**src/rtl/jk_excitation_driver.sv**
```systemverilog
// Steers an external JK flop through a target bit sequence (LSB first) using the JK excitation
// table, and checks the flop's q one cycle later against the bit it was steered toward.
module jk_excitation_driver #(
    parameter int WIDTH = 8,
    parameter int CNTW  = 8,
    parameter bit XVAL  = 1'b0
) (
    input  logic             clk,
    input  logic             reset,
    input  logic             in_valid,
    output logic             in_ready,
    input  logic [WIDTH-1:0] in_data,
    input  logic             q_fb,
    output logic             j,
    output logic             k,
    output logic             busy,
    output logic             done,
    output logic             mismatch,
    output logic [CNTW-1:0]  err_cnt,
    input  logic             err_clr
);

    localparam int IDXW = (WIDTH > 1) ? $clog2(WIDTH) : 1;

    typedef enum logic [1:0] {IDLE, DRIVE, FLUSH} state_t;

    state_t           state, state_nxt;
    logic [WIDTH-1:0] shreg;
    logic [IDXW-1:0]  bit_idx;
    logic             exp_bit_p1;
    logic             exp_vld_p1;
    logic             accept;
    logic             last_bit;
    logic             cmp_en;
    logic             cmp_err;

    function automatic logic [CNTW-1:0] sat_inc(input logic [CNTW-1:0] v);
        return (&v) ? v : v + CNTW'(1);
    endfunction

    assign accept   = in_valid && (state == IDLE);
    assign last_bit = (bit_idx == IDXW'(WIDTH - 1));
    // The bit steered in cycle n lands in the flop at the end of n, so q_fb is checked in n+1.
    assign cmp_en   = ((state == DRIVE) && exp_vld_p1) || (state == FLUSH);
    assign cmp_err  = cmp_en && (q_fb != exp_bit_p1);

    always_ff @(posedge clk or negedge reset) begin
        if (!reset) state <= IDLE;
        else        state <= state_nxt;
    end

    always_comb begin
        state_nxt = state;
        case (state)
            IDLE:    if (in_valid) state_nxt = DRIVE;
            DRIVE:   if (last_bit) state_nxt = FLUSH;
            FLUSH:   state_nxt = IDLE;
            default: state_nxt = IDLE;
        endcase
    end

    always_comb begin
        in_ready = (state == IDLE);
        busy     = (state == DRIVE) || (state == FLUSH);
        j        = 1'b0;
        k        = 1'b0;
        if (state == DRIVE) begin
            if (!q_fb) begin
                j = shreg[0];
                k = XVAL;
            end else begin
                j = XVAL;
                k = ~shreg[0];
            end
        end
    end

    always_ff @(posedge clk or negedge reset) begin
        if (!reset) begin
            shreg      <= '0;
            bit_idx    <= '0;
            exp_bit_p1 <= 1'b0;
            exp_vld_p1 <= 1'b0;
        end else if (accept) begin
            shreg      <= in_data;
            bit_idx    <= '0;
            exp_vld_p1 <= 1'b0;
        end else if (state == DRIVE) begin
            shreg      <= shreg >> 1;
            bit_idx    <= bit_idx + IDXW'(1);
            exp_bit_p1 <= shreg[0];
            exp_vld_p1 <= 1'b1;
        end else begin
            exp_vld_p1 <= 1'b0;
        end
    end

    // Clear has priority over a coincident increment.
    always_ff @(posedge clk or negedge reset) begin
        if (!reset) begin
            done     <= 1'b0;
            mismatch <= 1'b0;
            err_cnt  <= '0;
        end else begin
            done <= (state == FLUSH);
            if (err_clr) begin
                mismatch <= 1'b0;
                err_cnt  <= '0;
            end else if (cmp_err) begin
                mismatch <= 1'b1;
                err_cnt  <= sat_inc(err_cnt);
            end
        end
    end

endmodule
```
**config.mk**
```make
export PLATFORM = sky130hd
export DESIGN_NAME = jk_excitation_driver
export DESIGN_NICKNAME = d
export VERILOG_FILES = /design/src/rtl/jk_excitation_driver.sv
export SDC_FILE = /design/constraint.sdc
export NUM_CORES = 1
export LEC_CHECK = 0
export BUFFER_PORTS_ARGS = -buffer_cell sky130_fd_sc_hd__buf_2
export CORE_MARGIN = 2
export CORE_UTILIZATION = 25
export DETAILED_ROUTE_END_ITERATION = 10
export PLACE_DENSITY = 0.54
export RECOVER_POWER = 25
export SLEW_MARGIN = 40
export SYNTH_ARGS = -nofsm -noshare
export SYNTH_HDL_FRONTEND = slang
export SYNTH_SLANG_ARGS = --single-unit
```
**constraint.sdc**
```tcl
create_clock -name clk -period 5.05 [get_ports clk]
set_input_delay 0.7575 -clock clk [delete_from_list [all_inputs] [get_ports clk]]
set_output_delay 0.7575 -clock clk [all_outputs]
set_load 0.01 [all_outputs]
```
==> flow_metrics.env <==
export IMPL_core_area_mm2=0.00507
export IMPL_worst_pin_slew_ns=1.39
export IMPL_grt_total_usage_pct=9.24
export IMPL_layout_setup_ws_ns=2.34
export IMPL_fmax_mhz=369
export IMPL_vias=938
export IMPL_yosys_most_used_dff="dfrtp_1"
export IMPL_status="complete, no violations"
export IMPL_slew_headroom_pct=7.09
export IMPL_crit_slowest_cell="ha_1"
export IMPL_criticalPathCategory="reg2out"
export IMPL_post_dp_hpwl_mm=1.78
export IMPL_post_route_period_util_pct=53.6
export IMPL_grt_max_degree=26
export IMPL_cts_buffer_depth=2
export IMPL_die_area_mm2=0.00583
export IMPL_diodes=0
export IMPL_cts_resized_gates=0
export IMPL_pin_count=27
export IMPL_antenna_found_initial=0
export IMPL_max_stage_delay_ns=0.59
export IMPL_postSynthCellCount=122
export IMPL_power_total_w=0.000734
export IMPL_drtIter0Drc=40
export IMPL_grt_ovfl_total=0
export IMPL_fin_worst_skew_ns=0.00649
export IMPL_vias_per_cell=4.30
export IMPL_post_cts_setup_buffers=0
export IMPL_ys_warn_count=0
export IMPL_wire_per_inst_um=11.2
export IMPL_grt_pass1_wl_mm=4.42
export IMPL_num_rows=26
export IMPL_yosysSeqAreaShare_pct=47.8
export IMPL_worstHoldPathType="reg2reg"
export IMPL_start_util_pct=25.8
export IMPL_wl_mm=2.45
export IMPL_finalHoldViolCount=0
export IMPL_dp_cells=214
export IMPL_synth_cell_type_count=33
export IMPL_cts_clk_slew_worst_paths_ns=0.09
export IMPL_final_cells=218
export IMPL_drc_errors=0
export IMPL_die_y_um=76.4
export IMPL_pre_cts_ws_ns=2.61
export IMPL_ant_nets=0
export IMPL_final_setup_tns_ns=0
export IMPL_portBuffers=26
export IMPL_layout_common_cells="25 x dfrtp_1, 25 x buf_2, 14 x nor2_1, 13 x nand2_1, 10 x mux2i_1"
export IMPL_cts_sinks=25
export IMPL_min_path_cells=1
export IMPL_leakagePower_nw=0.722
export IMPL_numCtsBuffers=3
export IMPL_drive_gt1_share_pct=28.4
export IMPL_drv_cap=0
export IMPL_first_global_vias=955
export IMPL_fp_dieW_um=76.4
export IMPL_clock_latency_ns=0.27
export IMPL_cp_arrival_ns=1.95
export IMPL_ff2ff_path_depth=6
export IMPL_power_density_mw_per_mm2=472
export IMPL_critPathMaxFanout=13
export IMPL_place_congestion=0.725
export IMPL_start_kind="register"
export IMPL_synth_edf_count=0
export IMPL_root_buffer="clkbuf_8"
export IMPL_end_kind="output port"
export IMPL_synth_area_mm2=0.00131
export IMPL_syn_avg_cell_area_um2=10.7
export IMPL_syn_nets=143
export IMPL_worstPathRequired_ns=4.29
export IMPL_report_final_slew_viol_count=0
export IMPL_dr_pass1_iters=4
export IMPL_rsz0062_at_grt="no"
export IMPL_area_delta_synth_final_pct=18.8
export IMPL_ys_ff_latch=25
export IMPL_cts_tree="yes"
export IMPL_peakVddDrop_uv=217
export IMPL_final_nets=170
export IMPL_cts_htree_levels=1
export IMPL_holdBufCountCts=0
export IMPL_cp_cell_sequence="inv_1 -> ha_1 -> inv_1 -> nor3b_1 -> buf_2"
export IMPL_setup_viol=0
export IMPL_period_needed_ns=2.71
export IMPL_crit_path_frequent_cell="inv_1"
export IMPL_rrSetupSlack_ns=2.72
export IMPL_async_flop_share_pct=100
-- registers in the layout, summed over array words and instances, names as in the netlist --
register,flops
shreg,8
done,1
err_cnt,8
exp_vld_p1,1
state,2
bit_idx,3
mismatch,1
exp_bit_p1,1
-- final timing paths --
kind                              endpoint     start
min in group asynchronous       err_cnt[4]     reset
worst min-delay path              mismatch  mismatch
worst max register to register  err_cnt[5]  state[1]
worst max-delay path                     k  state[1]
max in group asynchronous       exp_vld_p1     reset
worst min register to register    mismatch  mismatch
-- metal layers --
metal	global-route usage [%]	vias up	wire length [µm]
li1	-	472	-
met1	12.9	440	1250
met2	14.2	26	1060
met3	3.20	0	137
met4	1.09	0	0
met5	0	-	0
-- area by class of cell --
cell class	count	area [µm²]
tap	70	87.6
fill	556	3520
timing repair buffer	26	129
sequential	25	626
multi-input combinational	88	648
inverter	5	18.8
clock buffer	3	41.3
clock inverter	1	5.00
-- Yosys cell counts (2+ instances only) --
library cell | instances | area, µm²
nand2b_1 | 2 | 12.5
mux2_2 | 3 | 33.8
dfrtp_1 | 25 | 626
nor2_1 | 14 | 52.6
a31o_2 | 2 | 17.5
mux2i_1 | 10 | 100
nand3_1 | 3 | 15.0
xnor2_1 | 3 | 26.3
inv_1 | 5 | 18.8
a21oi_1 | 2 | 10.0
clkbuf_1 | 3 | 11.3
a211oi_1 | 2 | 15.0
nor2b_1 | 2 | 12.5
nand2_1 | 13 | 48.8
ha_1 | 8 | 100
o21ai_0 | 8 | 40.0
-- critical path: cells and delay by family (launching register included) --
kind	cells	cell delay (ns)
flops	1	0.40
fa+ha+maj	1	0.59
simple gates	1	0.25
buf+inv	3	0.44
-- stage by stage --
step / hold WS, ns / area, µm² / util [%]
3_5_place_dp: 0.490 / 1510 / 29.8
2_1_floorplan: 0.462 / 1310 / -
6_report: 0.506 / 1560 / 30.6
4_1_cts: 0.492 / 1560 / 30.7
5_1_grt: 0.542 / 1560 / 30.6
3_3_place_gp: 0.487 / 1510 / 29.8
-- where the power goes --
group          switching, W  internal [W]
logic              0.000167      0.000137
clock network     0.0000644     0.0000552
registers         0.0000430      0.000268
total              0.000274      0.000460
-- logic make-up after synthesis --
| group | synth area share [%] |
|---|---|
| simple gates | 16.7 |
| flops | 47.8 |
| compound gates | 10.8 |
| mux | 11.1 |
| buf+inv | 2.68 |
| fa+ha+maj | 7.65 |
| xor+xnor | 3.25 |
No activity file was read; power rests on OpenSTA's default activity.
